### src/rtl/mem_dump_ctrl.sv
// mem_dump_ctrl: streams the whole data memory out as bytes, LSB first, over a
// valid/ready byte interface, borrowing the memory debug read port meanwhile.
// Build option: define MEM_DUMP_HEADER_EN to prefix each dump with sync byte 8'hA5.
module mem_dump_ctrl #(
  parameter int NB_DEPTH = 8,
  parameter int NB_DATA  = 32,
  parameter int NB_BYTE  = 8
) (
  input  logic                i_clk,
  input  logic                i_rst,
  input  logic                i_start,
  input  logic [NB_DATA-1:0]  i_mem_data,
  input  logic                i_tx_ready,
  output logic [NB_DEPTH-1:0] o_addr_debug,
  output logic                o_mem_sel,
  output logic [NB_BYTE-1:0]  o_tx_data,
  output logic                o_tx_valid,
  output logic                o_busy,
  output logic                o_done
);

  localparam int                  RAM_DEPTH = 2 ** NB_DEPTH;
  localparam logic [NB_DEPTH-1:0] LAST_ADDR = NB_DEPTH'(RAM_DEPTH - 1);
`ifdef MEM_DUMP_HEADER_EN
  localparam logic [NB_BYTE-1:0]  SYNC_BYTE = NB_BYTE'(8'hA5);
`endif

  typedef enum logic [2:0] {
    IDLE   = 3'd0,
`ifdef MEM_DUMP_HEADER_EN
    HEADER = 3'd1,
`endif
    READ   = 3'd2,
    LATCH  = 3'd3,
    SEND   = 3'd4,
    DONE   = 3'd5
  } state_t;

  state_t              state_q, state_d;
  logic [NB_DEPTH-1:0] addr_q, addr_d;
  logic [1:0]          cnt_q, cnt_d;
  logic [NB_DATA-1:0]  shift_q;

  // Control registers: state, read address and byte-within-word counter.
  always_ff @(posedge i_clk or posedge i_rst) begin
    if (i_rst) begin
      state_q <= IDLE;
      addr_q  <= '0;
      cnt_q   <= '0;
    end else begin
      state_q <= state_d;
      addr_q  <= addr_d;
      cnt_q   <= cnt_d;
    end
  end

  // Word shifter: captured in LATCH, moves down one byte per accepted transfer.
  always_ff @(posedge i_clk) begin
    if (state_q == LATCH) begin
      shift_q <= i_mem_data;
    end else if (state_q == SEND && i_tx_ready) begin
      shift_q <= shift_q >> NB_BYTE;
    end
  end

  // Next-state and output decode; all outputs follow directly from state.
  always_comb begin
    state_d    = state_q;
    addr_d     = addr_q;
    cnt_d      = cnt_q;
    o_mem_sel  = 1'b0;
    o_busy     = 1'b1;
    o_done     = 1'b0;
    o_tx_valid = 1'b0;
    o_tx_data  = '0;
    case (state_q)
      IDLE: begin
        o_mem_sel = 1'b1;
        o_busy    = 1'b0;
        if (i_start) begin
          addr_d = '0;
          cnt_d  = '0;
`ifdef MEM_DUMP_HEADER_EN
          state_d = HEADER;
`else
          state_d = READ;
`endif
        end
      end
`ifdef MEM_DUMP_HEADER_EN
      HEADER: begin
        o_tx_valid = 1'b1;
        o_tx_data  = SYNC_BYTE;
        if (i_tx_ready) state_d = READ;
      end
`endif
      // Address is held for this cycle; the memory registers the word at its end.
      READ: state_d = LATCH;
      LATCH: begin
        cnt_d   = '0;
        state_d = SEND;
      end
      SEND: begin
        o_tx_valid = 1'b1;
        o_tx_data  = shift_q[NB_BYTE-1:0];
        if (i_tx_ready) begin
          cnt_d = cnt_q + 2'd1;
          if (cnt_q == 2'd3) begin
            if (addr_q == LAST_ADDR) begin
              state_d = DONE;
            end else begin
              addr_d  = addr_q + NB_DEPTH'(1);
              state_d = READ;
            end
          end
        end
      end
      DONE: begin
        o_done  = 1'b1;
        state_d = IDLE;
      end
      default: state_d = IDLE;
    endcase
  end

  assign o_addr_debug = addr_q;

endmodule
### config.mk
export PLATFORM = sky130hd
export DESIGN_NAME = mem_dump_ctrl
export DESIGN_NICKNAME = d
export VERILOG_FILES = /design/src/rtl/mem_dump_ctrl.sv
export SDC_FILE = /design/constraint.sdc
export NUM_CORES = 1
export LEC_CHECK = 0
export BUFFER_PORTS_ARGS = -buffer_cell sky130_fd_sc_hd__buf_2
export CELL_PAD_IN_SITES_DETAIL_PLACEMENT = 1
export CELL_PAD_IN_SITES_GLOBAL_PLACEMENT = 1
export CORE_MARGIN = 2
export CORE_UTILIZATION = 43
export CTS_CLUSTER_DIAMETER = 200
export CTS_CLUSTER_SIZE = 12
export DETAILED_ROUTE_END_ITERATION = 16
export GPL_ROUTABILITY_DRIVEN = 0
export PLACE_DENSITY = 0.84
export SYNTH_ARGS = -nofsm -noshare
export SYNTH_HDL_FRONTEND = slang
export SYNTH_SLANG_ARGS = --single-unit
### constraint.sdc
create_clock -name i_clk -period 5.65 [get_ports i_clk]
set_clock_uncertainty 0.05 [all_clocks]
set_input_delay 1.695 -clock i_clk [delete_from_list [all_inputs] [get_ports i_clk]]
set_output_delay 1.695 -clock i_clk [all_outputs]
set_load 0.03 [all_outputs]
==> flow_summary_export.csv, run 1 <==
group,metric,value,unit
global_routing,antenna_found_initial,0,
setup_path,critical_path_class,"flop to output pin",
clock_tree,cts-root-buf,"clkbuf_8",
timing,hold_violations,0,
clock_tree,clk_latency,310,ps
yosys,synth_edf_count,32,
placed_design,port_buffers,55,
drt,wirelength,5110,um
global_routing,grt_max_degree,33,
clock_tree,postCtsSetupBuffers,0,
setup_path,path_cells,"or3b_4 -> inv_2 -> buf_2",
global_routing,grt_pass1_vias,1699,
timing,rsz0062_at_grt,"false",
setup_path,cp.required,3900,ps
yosys,synthCells,215,
yosys,synth.area.top_cells,"edfxtp_1, dfrtp_1, nand2_1, and3_1, and2_1",
floorplan,die-area,5630,um2
setup_path,reg2reg_to,"shift_q[9]",
setup_path,cp-start-kind,"flop",
power,cellPowerDensity,447,nW/um2
hold_path,min-delay-start,"shift_q[31]",
yosys,synth_ff_type,"edfxtp_1",
final_layout,final_layout_size_suffix_gt1_share,28.4,%
drt,viasPerCell,5.12,
global_routing,grt_usage,19.3,%
run,drv_cap,0,
hold_path,min_path_cells,2,
clock_tree,cts_buffer_depth,2,
yosys,yosysMostFrequentCell,"nand2_1",
setup_path,arrival,1850,ps
yosys,ys_top_cells_by_count,"nand2_1, edfxtp_1, dfrtp_1",
clock_tree,clock_sinks,45,
yosys,async_flop_share,28.9,%
drt,drcViolationCount,0,
setup_path,slowest_stage,"dfrtp_1",
floorplan,die_h,75.1,um
setup_path,rr_startpoint,"state_q[2]",
final_layout,fin_nets,305,
clock_tree,ctsHoldBuffers,0,
setup_path,worstRegToRegCells,4,
setup_path,cpPeakStageDelay,740,ps
yosys,synth-seq-cells,45,
drt,drt_iter0_markers,96,
drt,vias,1715,
timing,max_slew_margin,32.3,%
timing,final.setup.tns,0,ps
yosys,yosysSeqAreaShare,59.3,%
hold_path,worstHoldPathType,"flop to flop",
floorplan,start_util,45.4,%
hold_path,min_to,"shift_q[23]",
setup_path,r2r_setup_slack,2920,ps
timing,worst_slew_pin_slew,1010,ps
yosys,syn_area,2170,um2
yosys,synth.distinct_cells,44,
floorplan,pin_count,56,
global_routing,grt_first_pass_wirelength,8000,um
drt,firstDrtPassIters,4,
yosys,synth.largest_area_cell,"edfxtp_1",
clock_tree,cts_buffers,5,
final_layout,area_growth,18.3,%
timing,fin_crit,3590,ps
setup_path,end_kind,"output pin",
floorplan,num_rows,25,
timing,hold_ws,472,ps
clock_tree,htree_num_levels,2,
timing,setup-violations-final,0,
setup_path,cpLargestDelayFamily,"flip-flops",
drt,ant_nets,0,
yosys,synth.top_cell.area_share,44.3,%
power,ir_worst_vdd,0.186,mV
power,leakage,1.22,nW
global_routing,grt-ovfl-total,0,
yosys,ys_warn_count,0,
floorplan,fp.dieW,75.1,um
setup_path,path_buf_inv,2,
clock_tree,cts_tree,"built",
final_layout,diodes,0,
yosys,syn-num-nets,253,
placed_design,post-dp-hpwl,3680,um
drt,wl_per_cell,15.3,um
timing,fmax,278,MHz
outcome,status,"complete, no violations",
floorplan,core-area,4790,um2
yosys,avgSynthCellArea,10.1,um2
clock_tree,postCtsResizedCells,0,
setup_path,critPathMaxFanout,20,
timing,period_share,63.6,%
timing,slew_viol_final,0,
clock_tree,cts.clk_slew.worst_paths,90,ps
final cells by class:
type,count,area [um2]
Inverter,5,18.8
Timing Repair Buffer,56,283
Fill cell,563,2220
Multi-Input combinational cell,154,808
Clock buffer,6,72.6
Clock inverter,2,15.0
Tap cell,67,83.8
Sequential cell,45,1290
cells by family after synthesis:
group / Yosys count / synth area share, %
AND/OR/NAND/NOR: 126 / 27.0
flip-flops: 45 / 59.3
AO/OA/AOI/OAI: 26 / 9.05
buffers and inverters: 16 / 3.52
adder cells (fa/ha/maj): 2 / 1.15
how the worst max path moves through the flow:
stage / to / cells past startpoint / slack (ps) / from
final: o_tx_valid / 3 / 2060 / state_q[2]
after global routing: o_tx_valid / 3 / 1990 / state_q[2]
after CTS: o_tx_valid / 3 / 2040 / state_q[2]
after detailed placement: o_tx_valid / 3 / 2410 / state_q[2]
after global placement: o_tx_valid / 3 / 2440 / state_q[2]
after floorplan: o_busy / 4 / 2380 / state_q[1]
metrics by stage:
step / total power (W) / setup WS (ps) / std cells / instance area [um2] / utilization, %
floorplan: 0.000842 / 2380 / 215 / 2170 / -
global placement: 0.000920 / 2440 / 327 / 2480 / 51.8
detailed placement: 0.000954 / 2410 / 327 / 2480 / 51.8
CTS: 0.00116 / 2040 / 335 / 2570 / 53.6
global route: 0.00122 / 1990 / 335 / 2570 / 53.6
finish: 0.00115 / 2060 / 335 / 2570 / 53.6
cell usage in the layout, fill, tap and decap left out, drive strengths merged:
cell type	Yosys	layout
buf	5	56
or2	2	2
o211ai	2	2
nor2b	2	2
a31o	1	1
clkbuf	6	6
nor2	8	8
o21ai	7	7
a21oi	5	5
nand2	82	82
nand4	2	2
o31a	1	1
o41ai	2	2
and3	12	12
o21a	1	1
inv	5	5
a21o	1	1
or3b	1	1
nor3	1	1
dfrtp	13	13
ha	2	2
edfxtp	32	32
nand3b	1	1
o22ai	1	1
and2	8	8
nand3	5	5
nor4	1	1
and2b	1	1
a221o	1	1
o31ai	3	3
o221ai	1	1
clkinvlp	0	2
worst register-to-register path, delay by kind of cell (launching register included):
kind                   cells  cell delay [ps]
and+or+nand+nor            2              990
buffers and inverters      2              730
DFF                        1              620
registers in the layout, summed over array words and instances, names as in the netlist:
name,flops
o_addr_debug,8
cnt_q,2
state_q,3
shift_q,32
power by group:
| group | total [W] | leakage (nW) | internal, W | switching [W] |
|---|---|---|---|---|
| clock network | 0.000205 | 0.0374 | 0.0000873 | 0.000117 |
| logic | 0.000413 | 0.711 | 0.000126 | 0.000287 |
| registers | 0.000530 | 0.473 | 0.000472 | 0.0000583 |
| total | 0.00115 | 1.22 | 0.000685 | 0.000462 |
layer usage:
metal | track usage [%] | part of all wire [%]
met1 | 24.1 | 44
met2 | 32.8 | 50
met3 | 4.15 | 4.6
met4 | 7.14 | 1.6
met5 | 0 | 0
Note: power is estimated with default switching activity, not from simulation.
==> inputs of run 2 (changes only) <==
--- a/config.mk
+++ b/config.mk
@@ -5,16 +5,17 @@
 export SDC_FILE = /design/constraint.sdc
 export NUM_CORES = 1
 export LEC_CHECK = 0
+export ABC_AREA = 1
 export BUFFER_PORTS_ARGS = -buffer_cell sky130_fd_sc_hd__buf_2
 export CELL_PAD_IN_SITES_DETAIL_PLACEMENT = 1
 export CELL_PAD_IN_SITES_GLOBAL_PLACEMENT = 1
 export CORE_MARGIN = 2
-export CORE_UTILIZATION = 43
+export CORE_UTILIZATION = 40
 export CTS_CLUSTER_DIAMETER = 200
 export CTS_CLUSTER_SIZE = 12
 export DETAILED_ROUTE_END_ITERATION = 16
 export GPL_ROUTABILITY_DRIVEN = 0
-export PLACE_DENSITY = 0.84
+export PLACE_DENSITY = 0.79
 export SYNTH_ARGS = -nofsm -noshare
 export SYNTH_HDL_FRONTEND = slang
 export SYNTH_SLANG_ARGS = --single-unit
==> constraint.sdc (replaced) <==
create_clock -name i_clk -period 3.7 [get_ports i_clk]
set_clock_uncertainty 0.05 [all_clocks]
set_input_delay 1.11 -clock i_clk [delete_from_list [all_inputs] [get_ports i_clk]]
set_output_delay 1.11 -clock i_clk [all_outputs]
set_load 0.03 [all_outputs]
==> run 2 against run 1 <==
Design area rose by 4.0%. Sequential share of layout area fell by 1.9 points. Highest routed layer unchanged. Routed wire length fell by 9.8%. Non-clock buffer count fell by 1. Register-to-register slack got worse by 1400 ps. Global-route usage fell by 3.6 points. Die area rose by 9.5%. Critical path depth rose by 1. Clock power rose by 76%. Core utilization fell by 4.6 points. Final cell count rose by 3.9%.
==> flow_summary_export.csv, run 2 <==
group,metric,value,unit
global_routing,grt_max_degree,36,
placed_design,placedCellCount,341,
final_layout,layout_commonest_cell,"buf_2",
clock_tree,postCtsResizedCells,0,
power,p_clk_share,20.8,%
yosys,ys_warn_count,0,
yosys,synth.largest_area_cell,"edfxtp_1",
floorplan,fp.dieW,78.5,um
timing,max_slew_margin,33.5,%
drt,ant_nets,0,
clock_tree,postCtsSetupBuffers,0,
drt,vias,1610,
power,netSwitchingFraction,36.3,%
clock_tree,cts_buffer_depth,2,
timing,fmax,359,MHz
drt,drt_iter0_markers,112,
yosys,synthCells,218,
yosys,avgSynthCellArea,10.2,um2
run,drv_cap,0,
setup_path,rr_startpoint,"state_q[1]",
final_layout,layout_common_cells,"buf_2, nand2_1, nor2_1, edfxtp_1, inv_1",
yosys,synth.top_cell.area_share,43.2,%
yosys,synth_edf_count,32,
final_layout,diodes,0,
timing,final.setup.tns,0,ps
final_layout,final_layout_size_suffix_gt1_share,34.8,%
setup_path,cp.required,2540,ps
timing,fin_crit,2780,ps
yosys,yosysSeqAreaShare,57.9,%
clock_tree,clock_sinks,45,
drt,drcViolationCount,0,
clock_tree,cts_buffers,5,
floorplan,core-area,5440,um2
power,p_int,0.00110,W
yosys,synth-seq-cells,45,
hold_path,min-delay-start,"cnt_q[1]",
yosys,synth_compound_area_share,1.80,%
floorplan,start_util,40.9,%
outcome,status,"complete, no violations",
yosys,synth_ff_type,"edfxtp_1",
yosys,synth_top_family_by_area,"simple AND/OR/NAND/NOR gates",
power,comb_power_share,35.0,%
setup_path,end_kind,"output pin",
final_layout,largest_reg_flops,32,
placed_design,post-dp-hpwl,3440,um
final_layout,top_register,"shift_q",
final_layout,area_growth,20.2,%
global_routing,antenna_found_initial,0,
global_routing,grt-ovfl-total,0,
timing,period_share,75.2,%
yosys,synth.distinct_cells,21,
yosys,syn-num-nets,256,
final_layout,fill_cells,646,
setup_path,startpoint,"state_q[1]",
power,ir_worst_vdd,0.252,mV
timing,rsz0062_at_grt,"false",
yosys,yosysMostFrequentCell,"nand2_1",
placed_design,port_buffers,55,
placed_design,pre_cts_ws,1170,ps
clock_tree,htree_num_levels,2,
yosys,yosys.area_share.adder,1.13,%
floorplan,die-area,6170,um2
yosys,synth.area.top_cells,"edfxtp_1, dfrtp_1, mux2_2, nand2_1, nor2_1",
floorplan,pin_count,56,
setup_path,critical_path_class,"flop to output pin",
power,pwr-share-seq,44.3,%
floorplan,num_rows,27,
setup_path,worstRegToRegCells,3,
global_routing,grt_usage,15.7,%
setup_path,critPathMaxFanout,15,
floorplan,die_h,78.5,um
timing,slew_viol_final,0,
power,cellPowerDensity,649,nW/um2
timing,hold_violations,0,
setup_path,arrival,1620,ps
yosys,syn_area,2220,um2
drt,viasPerCell,4.63,
timing,layout_setup_ws,916,ps
yosys,synth-simple-area-share,20.2,%
global_routing,grt_pass1_vias,1584,
timing,setup-violations-final,0,
power,leakage,1.26,nW
power,switching_power,0.000629,W
hold_path,min_path_cells,2,
yosys,synthXorXnorAreaFrac,0,%
global_routing,grt_first_pass_wirelength,7560,um
hold_path,worstHoldPathType,"flop to flop",
drt,firstDrtPassIters,4,
final_layout,seqCellArea,1290,um2
final_layout,multi_input_area,798,um2
setup_path,cp-start-kind,"flop",
yosys,synth.area.mux_share,12.3,%
yosys,ys_top_cells_by_count,"nand2_1, nor2_1, edfxtp_1",
yosys,async_flop_share,28.9,%
clock_tree,cts_tree,"built",
clock_tree,clk_latency,290,ps
clock_tree,cts.clk_slew.worst_paths,80,ps
clock_tree,ctsHoldBuffers,0,
clock_tree,cts-root-buf,"clkbuf_8",
final_layout,fin_nets,314,
timing,worst_slew_pin_slew,994,ps
final_layout,stdcell_count,348,
drt,wl_per_cell,13.2,um
drt,wirelength,4610,um
-- run 2: changes by cell type in the layout (fill, tap and decap cells not counted), moves of 3 or more --
cell,delta
and3_1,-10
nand3_1,+3
inv_1,+25
nand2_1,-30
mux2_2,+23
a21oi_1,-3
and2_1,-8
nor2_1,+28
-- run 2: final cells by class --
type	instances	area share, %
inverters	31	4.36
clock buffers	5	2.58
well taps	72	3.37
clock inverters	2	1.31
repair buffers	55	10.3
flip-flops and latches	45	48.2
multi-input cells	138	29.9
-- run 2: cell families (layout without fill, tap and decap cells) --
kind of cell | Yosys count | in the layout
fa+ha+maj | 2 | 2
simple gates | 104 | 104
buf+inv | 35 | 93
mux | 24 | 24
compound gates | 8 | 8
flops | 45 | 45
-- run 2: power by group through the flow --
stage          combinational [W]  clock (W)  sequential (W)
2_1_floorplan           0.000445          0        0.000778
5_1_grt                 0.000670   0.000386        0.000780
4_1_cts                 0.000619   0.000367        0.000769
3_3_place_gp            0.000595          0        0.000769
3_5_place_dp            0.000614          0        0.000780
6_report                0.000606   0.000360        0.000767
-- run 2: per-layer routing --
metal / GRT usage, % / vias to the layer above / part of all wire, %
met3: 3.10 / 5 / 4.5
met5: 0 / - / 0
met2: 26.1 / 39 / 49
met1: 21.0 / 750 / 45
li1: - / 816 / -
met4: 4.21 / 0 / 1.3
-- run 2: metrics by stage --
stage | utilization (%) | hold slack (ps) | total power, W | area, um2
finish | 49.1 | 447 | 0.00173 | 2670
global placement | 47.2 | 427 | 0.00136 | 2570
detailed placement | 47.2 | 434 | 0.00139 | 2570
global route | 49.1 | 493 | 0.00184 | 2670
floorplan | - | 407 | 0.00122 | 2220
CTS | 49.1 | 453 | 0.00175 | 2670
-- run 2: worst max-delay path, cell delays in order, from the launching register on --
cell and delay (ps):
dfrtp_1 470, nor2_4 200, nand2_2 230, inv_2 200
buf_2 230
-- run 2: final timing paths --
check	to	slack [ps]
min reg2reg	cnt_q[1]	450
max in group asynchronous	state_q[0]	2450
max	o_tx_valid	920
max reg2reg	shift_q[22]	1530
min in group asynchronous	o_addr_debug[1]	790
min	cnt_q[1]	450
